===== src/rtl/inv_share_arbiter.sv =====
// inv_share_arbiter
//   Time-shares a single device inverter cell among NREQ requesters. An IDLE
//   arbiter picks a round-robin winner, drives the winner's bit onto the
//   device input, waits SETTLE_CYCLES edges, captures the device output and
//   reports it together with the winner index. A sticky error flag records
//   any capture that is not the exact complement of the driven bit.
//
// Ports
//   clk        in   clock, rising edge
//   rst        in   synchronous active-high reset
//   req        in   [NREQ]  request levels
//   bit_in     in   [NREQ]  per-requester bit to invert
//   gnt        out  [NREQ]  registered one-hot grant
//   dev_inp    out          registered drive to the device inverter input
//   dev_out    in           device inverter output
//   res_valid  out          one-cycle result strobe
//   res_bit    out          captured dev_out (held until next capture)
//   res_id     out  [IW]    requester served (held until next capture)
//   busy       out          transaction in flight
//   err        out          sticky device-fault flag
//   err_clr    in           clears err (a same-edge fault wins)
module inv_share_arbiter #(
  parameter  int NREQ          = 4,
  parameter  int SETTLE_CYCLES = 2,
  localparam int IW            = $clog2(NREQ),
  localparam int CW            = (SETTLE_CYCLES > 1) ? $clog2(SETTLE_CYCLES) : 1
) (
  input  logic            clk,
  input  logic            rst,
  input  logic [NREQ-1:0] req,
  input  logic [NREQ-1:0] bit_in,
  output logic [NREQ-1:0] gnt,
  output logic            dev_inp,
  input  logic            dev_out,
  output logic            res_valid,
  output logic            res_bit,
  output logic [IW-1:0]   res_id,
  output logic            busy,
  output logic            err,
  input  logic            err_clr
);

  typedef enum logic {IDLE = 1'b0, SETTLE = 1'b1} state_e;

  state_e            state_q, state_d;
  logic [CW-1:0]     cnt_q, cnt_d;
  logic [NREQ-1:0]   gnt_q, gnt_d;
  logic              dev_inp_q, dev_inp_d;
  logic [IW-1:0]     id_q, id_d;
  logic [IW-1:0]     ptr_q, ptr_d;
  logic              res_valid_q, res_valid_d;
  logic              res_bit_q, res_bit_d;
  logic [IW-1:0]     res_id_q, res_id_d;
  logic              err_q, err_d;

  // Round-robin search: first set request at or above ptr, wrapping.
  logic [IW-1:0] win;
  logic          found;
  logic [IW:0]   sum;
  logic [IW-1:0] idx;

  always_comb begin
    win   = '0;
    found = 1'b0;
    sum   = '0;
    idx   = '0;
    for (int i = 0; i < NREQ; i++) begin
      sum = {1'b0, ptr_q} + (IW+1)'(i);
      if (sum >= (IW+1)'(NREQ)) sum = sum - (IW+1)'(NREQ);
      idx = sum[IW-1:0];
      if (!found && req[idx]) begin
        found = 1'b1;
        win   = idx;
      end
    end
  end

  logic [IW-1:0] ptr_nxt;
  assign ptr_nxt = (id_q == IW'(NREQ-1)) ? '0 : id_q + 1'b1;

  logic err_set;

  always_comb begin
    state_d     = state_q;
    cnt_d       = cnt_q;
    gnt_d       = gnt_q;
    dev_inp_d   = dev_inp_q;
    id_d        = id_q;
    ptr_d       = ptr_q;
    res_valid_d = 1'b0;
    res_bit_d   = res_bit_q;
    res_id_d    = res_id_q;
    err_set     = 1'b0;
    unique case (state_q)
      IDLE: begin
        if (found) begin
          gnt_d      = '0;
          gnt_d[win] = 1'b1;
          dev_inp_d  = bit_in[win];
          id_d       = win;
          cnt_d      = CW'(SETTLE_CYCLES-1);
          state_d    = SETTLE;
        end
      end
      SETTLE: begin
        if (cnt_q != '0) begin
          cnt_d = cnt_q - 1'b1;
        end else begin
          res_bit_d   = dev_out;
          res_id_d    = id_q;
          res_valid_d = 1'b1;
          gnt_d       = '0;
          ptr_d       = ptr_nxt;
          state_d     = IDLE;
          // Case inequality so an undriven or x device output counts as a fault.
          err_set     = (dev_out !== ~dev_inp_q);
        end
      end
      default: state_d = IDLE;
    endcase
    // A fault on this edge overrides a simultaneous clear.
    err_d = err_set | (err_q & ~err_clr);
  end

  always_ff @(posedge clk) begin
    if (rst) begin
      state_q     <= IDLE;
      cnt_q       <= '0;
      gnt_q       <= '0;
      dev_inp_q   <= 1'b0;
      id_q        <= '0;
      ptr_q       <= '0;
      res_valid_q <= 1'b0;
      res_bit_q   <= 1'b0;
      res_id_q    <= '0;
      err_q       <= 1'b0;
    end else begin
      state_q     <= state_d;
      cnt_q       <= cnt_d;
      gnt_q       <= gnt_d;
      dev_inp_q   <= dev_inp_d;
      id_q        <= id_d;
      ptr_q       <= ptr_d;
      res_valid_q <= res_valid_d;
      res_bit_q   <= res_bit_d;
      res_id_q    <= res_id_d;
      err_q       <= err_d;
    end
  end

  assign gnt       = gnt_q;
  assign dev_inp   = dev_inp_q;
  assign res_valid = res_valid_q;
  assign res_bit   = res_bit_q;
  assign res_id    = res_id_q;
  assign busy      = (state_q == SETTLE);
  assign err       = err_q;

endmodule


===== config.mk =====
export PLATFORM = sky130hd
export DESIGN_NAME = inv_share_arbiter
export DESIGN_NICKNAME = d
export VERILOG_FILES = /design/src/rtl/inv_share_arbiter.sv
export SDC_FILE = /design/constraint.sdc
export NUM_CORES = 1
export LEC_CHECK = 0
export ABC_AREA = 1
export CAP_MARGIN = 20
export CORE_ASPECT_RATIO = 1.2
export CORE_MARGIN = 2
export CORE_UTILIZATION = 44
export CTS_CLUSTER_DIAMETER = 60
export DETAILED_ROUTE_END_ITERATION = 10
export GPL_TIMING_DRIVEN = 0
export HOLD_SLACK_MARGIN = 0.02
export PLACE_DENSITY = 0.73
export SLEW_MARGIN = 20
export SYNTH_ARGS = -nofsm -noshare
export SYNTH_HDL_FRONTEND = slang
export SYNTH_SLANG_ARGS = --single-unit

===== constraint.sdc =====
create_clock -name clk -period 1.6 [get_ports clk]
set_clock_uncertainty 0.15 [all_clocks]
set_input_delay 0.4 -clock clk [delete_from_list [all_inputs] [get_ports clk]]
set_output_delay 0.4 -clock clk [all_outputs]
set_load 0.02 [all_outputs]

==> impl_metrics.toml <==
[synth]
synth_warnings = 0
synth_cell_types = 27
synth_top_area_frac = 0.319
synthTopCellsByArea = "dfxtp_1 (32%), nand2_1 (16%), nand2_2 (8.7%), inv_1 (6.7%), nand3_1 (5.0%)"
syn-cell-area_um2 = 1000
synth_top_area_cell = "dfxtp_1"
synth_ff_type = "dfxtp_1"
yosys-top-cells-count = "nand2_1 (43), inv_1 (18), dfxtp_1 (16)"
async_flop_share = 0
seq_area_frac_synth = 0.319
synth-seq-cells = 16
avgSynthCellArea_um2 = 7.03
syn-num-nets = 156
netlist_instances = 143
synth_edf_count = 0
synth.most_common_cell = "nand2_1"

[power]
p_int_mw = 1.00
power_frac_seq = 0.303
p_switching_uw = 816
p_leak_nw = 0.716
swShare = 0.449
ir_worst_vdd_v = 0.000724
clkPwrFrac = 0.148
power.density_nw_per_um2 = 1280
combPwrFrac = 0.550
power_mw = 1.82

[clock_tree]
path_clk_slew_ps = 90
numCtsBuffers = 3
cts_tree = "yes"
root_buffer = "clkbuf_4"
htreeDepth = 1
cts.sinks = 16
clk_path_buf_depth = 2
clock_latency_ps = 290

[placement]
gp_congestion = 0.884
io_buffers = 21
place_area_um2 = 1260
hpwl_um = 1610

[layout]
n_antenna_cell = 0
drive_gt1_frac = 0.378
final_util = 0.670
final_nets = 186
nFillCells = 194
area_growth_syn_to_layout_pct = 41.1
multi_input_area_um2 = 683
register_area_um2 = 328
stdcell_area_um2 = 1420

[worst_setup_path]
start_kind = "flip-flop"
cp_max_fo = 5
worstSetupPathType = "reg2reg"
cp.required_ps = 1680
cp.arrival_ps = 1850
end_kind = "flip-flop"

[hold_path]
hp-class = "reg2reg"

[floorplan]
rows = 18
die_w_um = 47.6
io_pins = 23
core_um2 = 2120
die_h_um = 56.3
start_util = 0.475
die_area_um2 = 2680

[sta]
finalSetupViolations = 9
fin_crit_sh = 1.10
maxSlewHeadroom = 0.671
finalHoldViolCount = 0
fin_crit_ps = 1770
worstMarginPinSlew_ps = 494
drv_slew = 0
max_freq_mhz = 566
rsz0062_at_grt = "yes"
layout_setup_ws_ps = -168

[route]
drt-pass1-iter-count = 4
routedWlPerCell_um = 11.3
drc = 0
drt_iter0_markers = 19
viasPerCell = 4.87
postRouteAntennaNets = 0
vias = 984
routed_wl_um = 2290

[grt]
track_usage = 0.181
grt_pass1_wl_um = 3640
antenna_found_initial = 0
grt_pass1_vias = 864
grt_max_degree = 11
overflow = 0

[flow_run]
cap_violations = 0

[status]
status = "complete, but fails checks"
failed_checks = "setup timing"
critical path, cell delays in order, from the launching register on:
cell,delay [ps]
dfxtp_4,390
buf_6,140
nand2_2,60
nand2_2,60
nand2_2,80
nand2_2,60
nor2_4,170
nand3_2,120
nand2_4,100
nand2_4,70
nor2_4,120
nand2_1,80
a21oi_2,100
cell type report:
type	instances	area share
clock buffers	4	0.0256
multi-input cells	104	0.482
inverters	21	0.0644
well taps	30	0.0265
plain buffers	2	0.0106
repair buffers	25	0.160
flip-flops and latches	16	0.231
path summary, 6_finish.rpt:
kind / cells after the start / startpoint / endpoint / slack [ps]
max: 12 / ptr_q[0]$_SDFFE_PP0P_ / gnt[1]$_SDFFE_PP0P_ / -170
min: 2 / res_bit$_SDFFE_PP0P_ / res_bit$_SDFFE_PP0P_ / 310
max reg2reg: 12 / ptr_q[0]$_SDFFE_PP0P_ / gnt[1]$_SDFFE_PP0P_ / -170
min reg2reg: 2 / res_bit$_SDFFE_PP0P_ / res_bit$_SDFFE_PP0P_ / 310
cell usage in the layout, fill, tap and decap left out, drive strengths merged:
cell / instances
a21boi: 2
a21oi: 9
inv: 21
nand4: 1
nor2: 13
nand3: 11
o32ai: 1
nand2: 58
clkbuf: 5
clkdlybuf4s50: 6
o21ai: 4
o211ai: 1
ha: 1
a22o: 2
dfxtp: 16
dlygate4sd2: 14
nand3b: 1
clkdlybuf4s15: 1
buf: 5
sequential cells by signal, summed over array words and instances (netlist names):
| name | cells |
|---|---|
| cnt_q | 1 |
| err | 1 |
| res_id | 2 |
| res_bit | 1 |
| res_valid | 1 |
| dev_inp | 1 |
| busy | 1 |
| ptr_q | 2 |
| id_q | 2 |
| gnt | 4 |
stage by stage:
step / instances / TNS [ps] / hold WS, ps / setup WS, ps
6_report: 202 / -1140 / 309 / -168
5_1_grt: 202 / -1890 / 324 / -247
4_1_cts: 201 / -802 / 312 / -163
3_5_place_dp: 194 / -4620 / 294 / -585
3_3_place_gp: 194 / -4190 / 289 / -542
2_1_floorplan: 143 / 0 / 311 / 1.42
per-layer routing:
layer  routed length, um  global-route usage  vias to the layer above
met5                   0                   0                        -
met3                 118              0.0289                        4
met2                1190               0.297                       29
met1                 941               0.242                      444
li1                    -                   -                      507
met4                  36              0.0386                        0
logic make-up (layout without fill, tap and decap cells):
kind of cell    after synthesis  after routing  synth area share
fa+ha+maj                     1              1            0.0125
simple gates                 84             84             0.441
buf+inv                      23             52            0.0959
flops                        16             16             0.319
compound gates               19             19             0.132
power groups by stage:
stage / sequential [mW] / clock (mW) / combinational [mW]
after floorplan: 0.592 / 0 / 0.584
after global placement: 0.538 / 0 / 0.841
after detailed placement: 0.541 / 0 / 0.855
after CTS: 0.546 / 0.265 / 0.953
after global routing: 0.558 / 0.292 / 1.09
final: 0.550 / 0.268 / 0.998
repair_timing:
action                                  4_1_cts  5_1_grt
pin swaps                                    12        8
hold buffers                                  0        0
cloned                                        1        0
endpoints found under the setup margin       20       13
setup buffers                                 2        1
gates resized for setup                      51        5
No activity file was read; power rests on OpenSTA's default activity.
==> patch 1: new RTL, config.mk and constraints unchanged <==
Set the parameter `SETTLE_CYCLES` to 4 (it was 2).
--- a/src/rtl/inv_share_arbiter.sv
+++ b/src/rtl/inv_share_arbiter.sv
@@ -23,3 +23,3 @@
   parameter  int NREQ          = 4,
-  parameter  int SETTLE_CYCLES = 2,
+  parameter  int SETTLE_CYCLES = 4,
   localparam int IW            = $clog2(NREQ),
Formal check against the unedited RTL: not equivalent (a bounded check fails within 4 cycles, from zero or initial values and one cycle with rst high).
==> patch 1 against the original RTL <==
- the run still ends with setup timing left
- maximum frequency is 0.42% higher
- wire length is 6.9% higher
- hold slack better by 0.0051 ns
- setup slack better by 0.0074 ns
- first-iteration DRC count is 32% higher
- sequential cell count is 1 higher
- non-clock buffer count is 3 higher
- via count is 7.1% higher
- total power is 5.8% higher
- die area is 3.6% higher
- design area is 3.6% higher
- area after synthesis is 3.9% higher
- critical path type unchanged
- critical endpoint is now gnt[0]
==> patch 1: results (changes against the original RTL) <==
| Metric | Value |
|---|---|
| Status | `finished with violations (unchanged)` |
| Failing checks | `setup timing (unchanged)` |
| GPL Wtd Cong | `0.800 (was 0.884)` |
| Non-CTS buffers | `30 (was 27)` |
| Nets | `198 (was 186)` |
| Slew headroom | `0.685 (was 0.671)` |
| Area occupied by registers | `348 um2 (was 328 um2)` |
| Post-Synth XOR/XNOR Area | `0.00839 (was 0)` |
| Compound-Gate Fraction of Synth Area | `0.112 (was 0.132)` |
| Tot GR Track Use | `0.193 (was 0.181)` |
| Most frequent cells after synthesis | `nand2_1, nor2_1, dfxtp_1, inv_1, nand2_2 (was nand2_1, inv_1, dfxtp_1, nand2_2, nand3_1)` |
| Clock-cell share of area | `0.0179 (was 0.0256)` |
| CTS H-tree depth | `1 (unchanged)` |
| Final Setup Violations | `10 (was 9)` |
| Ranking of synthesized cells by area | `dfxtp_1, nand2_1, nand2_2, nor2_1, inv_1 (was dfxtp_1, nand2_1, nand2_2, inv_1, nand3_1)` |
| Share of flip-flops with an asynchronous set or reset | `0 (unchanged)` |
| Num sequential | `17 (was 16)` |
| Total wire length | `2.44 mm (was 2.29 mm)` |
| Hold path startpoint | `gnt[2] (was res_bit)` |
| WP data arrival | `1.83 ns (was 1.85 ns)` |
| Combinational share of power | `0.577 (was 0.550)` |
| First-pass GRT wire length | `4.20 mm (was 3.64 mm)` |
| Clock share of power | `0.116 (was 0.148)` |
| Buffering overhead | `0.181 (was 0.170)` |
| Setup ws final | `-0.161 ns (was -0.168 ns)` |
| Unique masters post-synth | `25 (was 27)` |
| Multi-input gates | `110 (was 104)` |
| CP max FO | `6 (was 5)` |
| Dpl hpwl | `1.70 mm (was 1.61 mm)` |
| Syn_nets | `165 (was 156)` |
| Pint | `1060 uW (was 1000 uW)` |
| Min Hold Slack | `0.314 ns (was 0.309 ns)` |
| Count of non-CTS inverters in the layout | `22 (was 21)` |
| Total Power | `1920 uW (was 1820 uW)` |
| Filler instances | `203 (was 194)` |
| Synthesized-area fraction occupied by adder cells | `0.0240 (was 0.0125)` |
-- patch 1: cell types whose count changed after synthesis, moves of 3 or more --
| cell | change |
|---|---|
| a21oi_1 | +5 |
| nand2_1 | -6 |
| o21ai_0 | +3 |
| a21oi_2 | -3 |
| nor2_1 | +11 |
-- patch 1: kinds of logic after synthesis --
| family | count (synthesis) |
|---|---|
| DFF | 17 |
| xor gates and xnor gates | 1 |
| AOI/OAI and AO/OA | 21 |
| and+or+nand+nor | 86 |
| buffers and inverters | 24 |
| adders and majority gates | 2 |
-- patch 1: path summary, 6_finish.rpt --
path / cells after the start / to
worst max-delay path: 12 / gnt[0]
worst min-delay path: 2 / gnt[2]
worst max register to register: 12 / gnt[0]
worst min register to register: 2 / gnt[2]
-- patch 1: metal layers --
layer / up-vias / global-route usage / share of wire
met5: - / 0 / 0
met4: 0 / 0.114 / 0.023
met3: 6 / 0.0471 / 0.055
met2: 27 / 0.375 / 0.56
met1: 484 / 0.183 / 0.36
li1: 537 / - / -
-- patch 1: worst register-to-register path, delay by kind of cell, from the launching register on --
family	cells	cell delay (ns)
flip-flops	1	0.38
AND/OR/NAND/NOR	8	0.74
AO/OA/AOI/OAI	1	0.12
buffers and inverters	3	0.30
-- patch 1: repair_timing --
item,4_1_cts,5_1_grt
setup endpoints to repair,21,11
buffers inserted,6,1
pin swaps,19,2
resized for setup,50,5
-- patch 1: metrics by stage --
step	setup TNS, ns	area (um2)	cells	util	setup WS, ns
after detailed placement	-4.90	1290	203	0.572	-0.573
final	-1.32	1470	214	0.650	-0.161
after floorplan	0	1040	151	-	0.0205
after global routing	-2.41	1470	214	0.650	-0.275
after global placement	-4.81	1290	203	0.572	-0.561
after CTS	-0.897	1460	213	0.644	-0.138
==> patch 2: new RTL, same flow settings <==
Made on the original files. Make the reset (`rst`) asynchronous in one clocked block. Comments in the files are not updated.
--- a/src/rtl/inv_share_arbiter.sv
+++ b/src/rtl/inv_share_arbiter.sv
@@ -124,3 +124,3 @@
 
-  always_ff @(posedge clk) begin
+  always_ff @(posedge clk or posedge rst) begin
     if (rst) begin
Formal check against the unedited RTL: differs if rst is asserted again (counterexample within 4 cycles, from zero or initial values and one cycle with rst high); with rst held inactive, the same outputs for 10 cycles.
==> patch 2 against the original RTL <==
- the flow still finishes with violations (setup timing)
- cell count fell by 4.5%
- global-route usage increased by 1.7 points
- design area down 2.2%
- setup slack worse by 0.050 ns
- sequential cell count stayed put
- area after synthesis is 5.1% lower
- count of clock-buffer cells in the layout stayed put
- synthesized cell count is 9.1% lower
- hold slack gained 0.0086 ns
- wire length shrank 4.9%
- maximum frequency down 2.8%
Power is not compared: it rests on default switching activity, and its combinational part moved more than twofold at a synthesized area within 25%.
==> patch 2: results (changes against the original RTL) <==
| Metric | Value |
|---|---|
| Main synth FF type | `dfrtp_1 (was dfxtp_1)` |
| Register area share after synthesis | `0.420 (was 0.319)` |
| Mean number of vias per cell | `4.90 (was 4.87)` |
| Hold Path Class | `in2async (was reg2reg)` |
| Clk Latency, worst-skew pair | `0.30 ns` |
| Post_cts resized | `38 (was 51)` |
| Total negative slack | `-1.57 ns (was -1.14 ns)` |
| Status | `finished with violations (unchanged)` |
| Initial antenna violation count | `0 (unchanged)` |
| Met1 WL | `852 um (was 941 um)` |
| Nets | `177 (was 186)` |
| WL met3 | `53 um (was 118 um)` |
| Total wire length | `2.17 mm (was 2.29 mm)` |
| Largest net degree at the start of global routing | `17 (was 11)` |
| Unique masters post-synth | `22 (was 27)` |
| Slew headroom | `0.613 (was 0.671)` |
| Setup ws final | `-0.218 ns (was -0.168 ns)` |
| Worst reg2reg path depth | `14 (was 12)` |
| Share of flip-flops with an asynchronous set or reset | `1.00 (was 0)` |
| Failing checks | `setup timing (unchanged)` |
| Port-buffer cells | `22 (was 21)` |
| Post-Place Setup Slack | `-0.562 ns (was -0.585 ns)` |
| Most frequent cells after synthesis | `nand2_1, dfrtp_1, inv_1, nand2_2 (was nand2_1, inv_1, dfxtp_1, nand2_2, nand3_1)` |
| Clk buf depth | `2 (unchanged)` |
| Share of cells above drive strength 1 | `0.387 (was 0.378)` |
| Filler instances | `162 (was 194)` |
| Syn Std Cell Area | `953 um2 (was 0.00100 mm2)` |
| Setup Buffers After CTS | `6 (was 2)` |
| GPL Wtd Cong | `0.877 (was 0.884)` |
| Drt initial violations | `11 (was 19)` |
| First-pass GRT wire length | `3.58 mm (was 3.64 mm)` |
| Ranking of synthesized cells by area | `dfrtp_1, nand2_1, nand2_2, inv_1, nand3_1 (was dfxtp_1, nand2_1, nand2_2, inv_1, nand3_1)` |
| CTS H-tree depth | `1 (unchanged)` |
| Dpl hpwl | `1.52 mm (was 1.61 mm)` |
| CP Class | `reg2reg (unchanged)` |
| Vias in the first global route | `919 (was 864)` |
| Tot GR Track Use | `0.198 (was 0.181)` |
| Met2 wire len | `1.22 mm (was 1.19 mm)` |
| Syn_nets | `143 (was 156)` |
| WP data arrival | `1.91 ns (was 1.85 ns)` |
| Met2 Resource Use GR | `0.387 (was 0.297)` |
| M1 GR Usage | `0.200 (was 0.242)` |
| Switching pwr | `1610 uW` |
| Final Setup Violations | `9 (unchanged)` |
| FF-to-FF Start | `ptr_q[0] (unchanged)` |
| Met3 usage | `0.0325 (was 0.0289)` |
[patch 2: worst max-delay path: stages (launching register included)]
cell and delay (ns):
dfrtp_2 0.45, buf_6 0.14, nand2_1 0.07, nand2_2 0.06, nand2_2 0.08, nand2_2 0.07
nor2_4 0.12, nand3_4 0.10, nor2_2 0.15, nor2_4 0.06, inv_2 0.09, nand2_1 0.06
nand2_1 0.05, nand2_1 0.05, nand2_1 0.05
[patch 2: layout make-up]
type                       instances  area share
multi-input combinational         96       0.403
sequential                        16       0.292
timing repair buffer              29       0.193
inverter                          17      0.0514
tap                               30      0.0271
clock buffer                       4      0.0262
buffer                             1     0.00812
[patch 2: path summary, 6_finish.rpt]
kind	endpoint	slack (ns)
max in group asynchronous	ptr_q[0]	0.57
setup / recovery	dev_inp	-0.22
hold / removal	res_bit	0.32
setup reg to reg	dev_inp	-0.22
hold reg to reg	res_bit	0.33
min in group clk	res_bit	0.33
[patch 2: through the flow]
| stage | cells | power (uW) | instance area [um2] | util | hold WS (ns) |
|---|---|---|---|---|---|
| after global placement | 182 | 2490 | 1210 | 0.591 | 0.304 |
| after detailed placement | 182 | 2510 | 1210 | 0.591 | 0.319 |
| after global routing | 193 | 3470 | 1390 | 0.676 | 0.355 |
| after CTS | 193 | 3040 | 1340 | 0.652 | 0.337 |
| final | 193 | 3210 | 1390 | 0.676 | 0.317 |
| after floorplan | 130 | 2020 | 953 | - | 0.164 |
[patch 2: cell families after synthesis]
logic type | Yosys count | share of synthesized area
compound gates | 12 | 0.0735
fa+ha+maj | 1 | 0.0131
xor+xnor | 1 | 0.00919
buf+inv | 18 | 0.0814
simple gates | 82 | 0.403
flops | 16 | 0.420
